File: src/rtl/imem_line_fetcher.sv
`default_nettype none
// ============================================================================
//  Module   : imem_line_fetcher
//  Purpose  : Instruction-memory load unit sitting just upstream of the fetch
//             unit. Serves single-instruction loads from a one-line buffer and
//             refills the whole line from backing memory on a miss. A branch
//             redirect (flush_i) suppresses any response still owed.
//  Ports    : clk, rst               - clock, synchronous active-high reset
//             load_addr_i/load_en_i  - fetch-side load request
//             load_insn_o/load_rdy_o - returned instruction and its strobe
//             load_busy_o            - unit cannot accept a request
//             flush_i                - redirect, kills pending response
//             mem_req_o/mem_addr_o   - line refill request, line base address
//             mem_gnt_i              - refill request accepted
//             mem_rvalid_i/mem_rdata_i - in-order refill beats
//  Revision : 1.0 - initial release
// ============================================================================
module imem_line_fetcher #(
  parameter int DATA_WIDTH = 64,
  parameter int LINE_WORDS = 4
) (
  input  logic                  clk,
  input  logic                  rst,
  input  logic [DATA_WIDTH-1:0] load_addr_i,
  input  logic                  load_en_i,
  output logic [31:0]           load_insn_o,
  output logic                  load_busy_o,
  output logic                  load_rdy_o,
  input  logic                  flush_i,
  output logic                  mem_req_o,
  output logic [DATA_WIDTH-1:0] mem_addr_o,
  input  logic                  mem_gnt_i,
  input  logic                  mem_rvalid_i,
  input  logic [31:0]           mem_rdata_i
);

  localparam int WORD_BITS = $clog2(LINE_WORDS);
  localparam int OFF_BITS  = WORD_BITS + 2;
  localparam int TAG_BITS  = DATA_WIDTH - OFF_BITS;

  typedef enum logic [1:0] {
    IDLE = 2'd0,
    REQ  = 2'd1,
    FILL = 2'd2,
    RESP = 2'd3
  } state_t;

  state_t                r_state;
  logic                  r_line_valid;
  logic [TAG_BITS-1:0]   r_line_tag;
  logic [31:0]           r_line [LINE_WORDS];
  logic [WORD_BITS-1:0]  r_beat;
  logic [WORD_BITS-1:0]  r_word;
  logic [TAG_BITS-1:0]   r_req_tag;
  logic                  r_drop;
  logic [31:0]           r_insn_hold;
  logic                  r_mem_req;
  logic [DATA_WIDTH-1:0] r_mem_addr;

  logic [TAG_BITS-1:0]   w_tag;
  logic [WORD_BITS-1:0]  w_word;
  logic                  w_hit;
  logic                  w_last_beat;
  logic                  w_rdy;
  logic                  w_unused_addr_bits;

  assign w_tag       = load_addr_i[DATA_WIDTH-1:OFF_BITS];
  assign w_word      = load_addr_i[OFF_BITS-1:2];
  assign w_hit       = r_line_valid && (r_line_tag == w_tag);
  assign w_last_beat = (r_beat == WORD_BITS'(LINE_WORDS - 1));
  // Byte offset within a word is irrelevant for 32-bit instruction loads.
  assign w_unused_addr_bits = ^load_addr_i[1:0];

  // The strobe must drop in the very cycle a redirect arrives, so it is
  // derived from the registered state and the live flush input.
  assign w_rdy       = (r_state == RESP) && !flush_i;
  assign load_rdy_o  = w_rdy;
  assign load_busy_o = (r_state != IDLE);
  assign mem_req_o   = r_mem_req;
  assign mem_addr_o  = r_mem_addr;
  // Present fresh data on the strobe, otherwise the last delivered word.
  assign load_insn_o = w_rdy ? r_line[r_word] : r_insn_hold;

  // Line storage carries no reset; r_line_valid qualifies it.
  always_ff @(posedge clk) begin
    if (r_state == FILL && mem_rvalid_i) begin
      r_line[r_beat] <= mem_rdata_i;
    end
  end

  always_ff @(posedge clk) begin
    if (rst) begin
      r_state      <= IDLE;
      r_line_valid <= 1'b0;
      r_line_tag   <= '0;
      r_beat       <= '0;
      r_word       <= '0;
      r_req_tag    <= '0;
      r_drop       <= 1'b0;
      r_insn_hold  <= '0;
      r_mem_req    <= 1'b0;
      r_mem_addr   <= '0;
    end else begin
      case (r_state)
        IDLE: begin
          if (load_en_i) begin
            r_word    <= w_word;
            r_req_tag <= w_tag;
            if (w_hit) begin
              r_state <= RESP;
            end else begin
              r_state      <= REQ;
              r_mem_req    <= 1'b1;
              r_mem_addr   <= {w_tag, {OFF_BITS{1'b0}}};
              r_line_valid <= 1'b0;
            end
          end
        end
        REQ: begin
          if (flush_i) r_drop <= 1'b1;
          if (mem_gnt_i) begin
            r_mem_req <= 1'b0;
            r_beat    <= '0;
            r_state   <= FILL;
          end
        end
        FILL: begin
          if (flush_i) r_drop <= 1'b1;
          if (mem_rvalid_i) begin
            r_beat <= r_beat + 1'b1;
            if (w_last_beat) begin
              r_line_valid <= 1'b1;
              r_line_tag   <= r_req_tag;
              // A flush coinciding with the final beat still drops.
              r_drop       <= 1'b0;
              r_state      <= (r_drop || flush_i) ? IDLE : RESP;
            end
          end
        end
        RESP: begin
          if (w_rdy) r_insn_hold <= r_line[r_word];
          r_state <= IDLE;
        end
        default: r_state <= IDLE;
      endcase
    end
  end

endmodule
`default_nettype wire

File: config.mk
export PLATFORM = sky130hd
export DESIGN_NAME = imem_line_fetcher
export DESIGN_NICKNAME = d
export VERILOG_FILES = /design/src/rtl/imem_line_fetcher.sv
export SDC_FILE = /design/constraint.sdc
export NUM_CORES = 1
export LEC_CHECK = 0
export ABC_CLOCK_PERIOD_IN_PS = 3500
export BUFFER_PORTS_ARGS = -buffer_cell sky130_fd_sc_hd__clkbuf_2
export CORE_ASPECT_RATIO = 1.4
export CORE_MARGIN = 1
export CORE_UTILIZATION = 55
export CTS_CLUSTER_SIZE = 10
export DETAILED_ROUTE_END_ITERATION = 6
export PLACE_DENSITY = 0.77
export SKIP_LAST_GASP = 1
export SLEW_MARGIN = 20
export SYNTH_ARGS = -nofsm -noshare
export SYNTH_HDL_FRONTEND = slang
export SYNTH_SLANG_ARGS = --single-unit
File: constraint.sdc
create_clock -name clk -period 3.5 [get_ports clk]
set_input_delay 0.175 -clock clk [delete_from_list [all_inputs] [get_ports clk]]
set_output_delay 0.175 -clock clk [all_outputs]
set_load 0.01 [all_outputs]
==> flow_summary.html <==
<table>
<tr><th>Metric</th><th>Value</th></tr>
<tr><th colspan="2">Outcome</th></tr>
<tr><td>Result of the run</td><td>complete, no violations</td></tr>
<tr><th colspan="2">Placement</th></tr>
<tr><td>Number of buffer cells added on primary ports</td><td>a little under 200</td></tr>
<tr><td>Cell total after placement</td><td>between 1500 and 2000</td></tr>
<tr><td>Detailed-placement wirelength estimate</td><td>around 19000 um</td></tr>
<tr><td>Routability cong.</td><td>0.839</td></tr>
<tr><th colspan="2">Hold path</th></tr>
<tr><td>Class of the tightest hold or removal check</td><td>in2reg</td></tr>
<tr><td>Min-delay src</td><td>flush_i</td></tr>
<tr><th colspan="2">Global routing</th></tr>
<tr><td>Initial antenna violation count</td><td>0</td></tr>
<tr><td>Global-route wire length before repair</td><td>49300 um</td></tr>
<tr><td>Maximum number of pins on one net before global-route repair</td><td>approximately 120</td></tr>
<tr><td>GRT Overall Usage</td><td>roughly a quarter</td></tr>
<tr><td>Remaining global-route overflow</td><td>0</td></tr>
<tr><td>Via count of the first global-routing pass</td><td>between 9000 and 10000</td></tr>
<tr><th colspan="2">CTS</th></tr>
<tr><td>Hold-fix buffers at CTS</td><td>95</td></tr>
<tr><td>Number of clock sinks seen by CTS</td><td>approximately 350</td></tr>
<tr><td>Total clock buffers created by CTS</td><td>41</td></tr>
<tr><td>Cell at the root of the clock tree</td><td>sky130_fd_sc_hd__clkbuf_16</td></tr>
<tr><td>Buffers from clock root to sink, at most</td><td>3</td></tr>
<tr><td>Clock transition time at the flip-flop clock pins of the worst setup and hold paths</td><td>~0.05 ns</td></tr>
<tr><td>Post-cts resize count</td><td>0</td></tr>
<tr><td>Post-CTS repair timing setup buffer count</td><td>0</td></tr>
<tr><td>Clock latency reported for the late side of the worst-skew pair</td><td>around 0.52 ns</td></tr>
<tr><td>CTS H-Tree Depth</td><td>2</td></tr>
<tr><td>Clock tree from TritonCTS</td><td>built</td></tr>
<tr><th colspan="2">Route</th></tr>
<tr><td>Mean number of vias per cell</td><td>approximately 5.4</td></tr>
<tr><td>Wire length reported by the detailed router</td><td>31400 um</td></tr>
<tr><td>Number of nets with antenna violations after detailed routing</td><td>0</td></tr>
<tr><td>Detailed Routing Iterations Pass 1</td><td>6</td></tr>
<tr><td>Vias</td><td>~9500</td></tr>
<tr><td>Final routed wire length divided by cell count</td><td>around 18 um</td></tr>
<tr><td>Drt drc</td><td>0</td></tr>
<tr><td>Initial DRC Count</td><td>573</td></tr>
<tr><th colspan="2">Cells and area</th></tr>
<tr><td>Most common cell after layout, fill and taps aside</td><td>sky130_fd_sc_hd__nand2_1</td></tr>
<tr><td>Number of inserted diodes</td><td>0</td></tr>
<tr><td>Commonest cells after routing, fill and taps aside</td><td>sky130_fd_sc_hd__nand2_1 (249), sky130_fd_sc_hd__dfxtp_1 (222), sky130_fd_sc_hd__clkbuf_2 (193)</td></tr>
<tr><td>Ratio of cells with drive above 1 in the final layout</td><td>22.4%</td></tr>
<tr><td>Non-filler instance count after layout</td><td>~1800</td></tr>
<tr><td>Share of the core filled with cells in the final layout</td><td>69.4%</td></tr>
<tr><td>Synth-to-layout area growth</td><td>23.4%</td></tr>
<tr><td>Final net count</td><td>approximately 1600</td></tr>
<tr><th colspan="2">Floorplanning</th></tr>
<tr><td>Die boundary width</td><td>roughly 130 um</td></tr>
<tr><td>Number of standard-cell rows in the floorplan</td><td>67</td></tr>
<tr><td>Floorplan Core Area</td><td>approximately 0.024 sq mm</td></tr>
<tr><td>Overall die height</td><td>about 190 um</td></tr>
<tr><td>Ports placed on the boundary</td><td>roughly 200</td></tr>
<tr><td>Initial core utilization</td><td>roughly 56%</td></tr>
<tr><td>Area of the die</td><td>between 0.02 and 0.03 sq mm</td></tr>
<tr><th colspan="2">STA</th></tr>
<tr><td>Tcrit/Tclk final</td><td>between 80% and 90%</td></tr>
<tr><td>RSZ-0062 raised after global routing</td><td>false</td></tr>
<tr><td>Post-layout minimum cycle time</td><td>between 2 and 3 ns</td></tr>
<tr><td>Worst clock skew</td><td>0.0171 ns</td></tr>
<tr><td>Max Transition Viols Final</td><td>0</td></tr>
<tr><td>Worst slew margin</td><td>40.7%</td></tr>
<tr><td>Slew at the pin closest to its max-slew limit</td><td>around 0.89 ns</td></tr>
<tr><td>Final Hold Violating Endpoints</td><td>0</td></tr>
<tr><td>Highest Clock Rate</td><td>356 MHz</td></tr>
<tr><td>Final setup TNS</td><td>0 ns</td></tr>
<tr><td># setup viols final</td><td>0</td></tr>
<tr><th colspan="2">Yosys</th></tr>
<tr><td>Post-Synthesis Cells</td><td>1165</td></tr>
<tr><td>Top flip-flop cell by instance count after synthesis</td><td>sky130_fd_sc_hd__dfxtp_1</td></tr>
<tr><td>Proportion of netlist area held by the largest area contributor</td><td>approximately a third</td></tr>
<tr><td>Largest area contributor in the netlist</td><td>sky130_fd_sc_hd__dfxtp_1</td></tr>
<tr><td>Mean instance size in the synthesized netlist</td><td>approximately 12 sq um</td></tr>
<tr><td>Seq cells post-synth</td><td>roughly 350</td></tr>
<tr><td>Yosys Warn Count</td><td>0</td></tr>
<tr><td>Async S/R FF share, synth</td><td>0%</td></tr>
<tr><td>Post-Synthesis Cell Area</td><td>0.0135 sq mm</td></tr>
<tr><td>Share of the yosys chip area belonging to registers</td><td>between 60 and 70%</td></tr>
<tr><td>Number of distinct library cells after synthesis</td><td>between 40 and 50</td></tr>
<tr><td>EDFF count, synth</td><td>128</td></tr>
<tr><td>Cell types occupying the most area after synthesis</td><td>sky130_fd_sc_hd__dfxtp_1 (33%), sky130_fd_sc_hd__edfxtp_1 (29%), sky130_fd_sc_hd__nand2_1 (7.0%)</td></tr>
<tr><th colspan="2">Setup path</th></tr>
<tr><td>Maximum fanout along the worst path</td><td>35</td></tr>
<tr><td>Worst endpoint required time</td><td>a little under 4 ns</td></tr>
<tr><td>Category of the most critical setup path</td><td>in2reg</td></tr>
<tr><td>Worst setup path startpoint</td><td>load_addr_i[11]</td></tr>
<tr><td>Critical Path Sink Type</td><td>flop</td></tr>
<tr><td>CP arrival</td><td>~3.2 ns</td></tr>
<tr><td>Critical R2R Launch</td><td>r_line_tag[30]</td></tr>
<tr><td>Kind of start point of the critical path</td><td>primary input</td></tr>
<tr><th colspan="2">Power and ir drop</th></tr>
<tr><td>VDD IR-drop max</td><td>between 0.0004 and 0.0005 V</td></tr>
<tr><td>Power density over the cells</td><td>618 mW/mm^2</td></tr>
<tr><td>Static leakage</td><td>about 6.5 nW</td></tr>
<tr><th colspan="2">Job</th></tr>
<tr><td>Max-cap check violation count</td><td>0</td></tr>
</table>
[critical path, cell delays in order]
cell                            delay [ns]
sky130_fd_sc_hd__dlygate4sd3_1        0.54
sky130_fd_sc_hd__clkbuf_2             0.15
sky130_fd_sc_hd__xnor2_1              0.33
sky130_fd_sc_hd__nand4_1              0.14
sky130_fd_sc_hd__nor4_1               0.37
sky130_fd_sc_hd__nand4_1              0.28
sky130_fd_sc_hd__o21ai_4              0.22
sky130_fd_sc_hd__buf_4                0.55
sky130_fd_sc_hd__mux2i_1              0.32
sky130_fd_sc_hd__nor2_1               0.06
[layout make-up]
class	count	area [sq um]
clock buffers	57	1090
repair buffers	303	2050
multi-input cells	722	4700
inverters	21	80.1
well taps	310	388
flip-flops and latches	351	8310
fillers	1694	7340
clock inverters	3	26.3
[metrics by stage]
step                      setup slack (ns)  hold slack [ns]  power [mW]  instance area [sq um]
after floorplan                      0.827            0.274        6.15                  13500
after global placement               0.768            0.391        6.56                  14600
after detailed placement             0.755            0.397        6.62                  14600
after CTS                            0.716           0.0111        10.3                  16600
after global routing                 0.497           0.0729        10.7                  16600
final                                0.688           0.0325        10.3                  16600
[synthesized netlist by cell type (8+ instances only)]
master,n
sky130_fd_sc_hd__clkbuf_1,56
sky130_fd_sc_hd__mux2_2,32
sky130_fd_sc_hd__mux4_2,32
sky130_fd_sc_hd__ha_1,9
sky130_fd_sc_hd__edfxtp_1,128
sky130_fd_sc_hd__xor2_1,11
sky130_fd_sc_hd__xnor2_1,33
sky130_fd_sc_hd__mux2i_1,61
sky130_fd_sc_hd__nand2_1,250
sky130_fd_sc_hd__nor2b_1,39
sky130_fd_sc_hd__dfxtp_1,223
sky130_fd_sc_hd__nor2_1,64
sky130_fd_sc_hd__nand4_1,9
sky130_fd_sc_hd__nor4_1,8
sky130_fd_sc_hd__inv_1,20
sky130_fd_sc_hd__a21oi_1,123
[kinds of logic after synthesis]
family | Yosys count | share of synthesized area [%]
other | 1 | 0.0278
and+or+nand+nor | 389 | 12.2
buffers and inverters | 95 | 3.77
adders and majority gates | 9 | 0.836
xor gates and xnor gates | 44 | 2.86
DFF | 351 | 61.7
AOI/OAI and AO/OA | 151 | 6.06
muxes | 125 | 12.6
[state kept, by name, summed over array words and instances (netlist names), named ones only]
signal and cells:
mem_addr_o 60, mem_req_o 1, r_beat 2, r_drop 1, r_insn_hold 32, r_line 128
r_line_tag 60, r_line_valid 1, r_req_tag 60, r_state 2, r_word 2
[where the power goes]
part           total, mW  switching [mW]  internal [mW]  leakage (nW)
clock network       3.64            1.51           2.14         0.538
logic               1.86            1.05          0.812          3.04
registers           4.77           0.180           4.59          2.97
total               10.3            2.74           7.54          6.54
[metal layers]
| layer | vias to the layer above | track usage, % | routed length, um |
|---|---|---|---|
| li1 | 4539 | - | - |
| met1 | 4591 | 28.8 | 12000 |
| met2 | 281 | 46.8 | 16800 |
| met3 | 70 | 3.79 | 1550 |
| met4 | 0 | 9.55 | 984 |
| met5 | - | 0 | 0 |
[path summary, 6_finish.rpt]
| check | to | slack (ns) | cells past startpoint |
|---|---|---|---|
| max | mem_addr_o[27] | 0.69 | 10 |
| min | r_drop | 0.03 | 3 |
| max reg2reg | mem_addr_o[27] | 0.72 | 8 |
| min reg2reg | r_line_tag[32] | 0.44 | 2 |
Power figures use the tool's default switching activity.
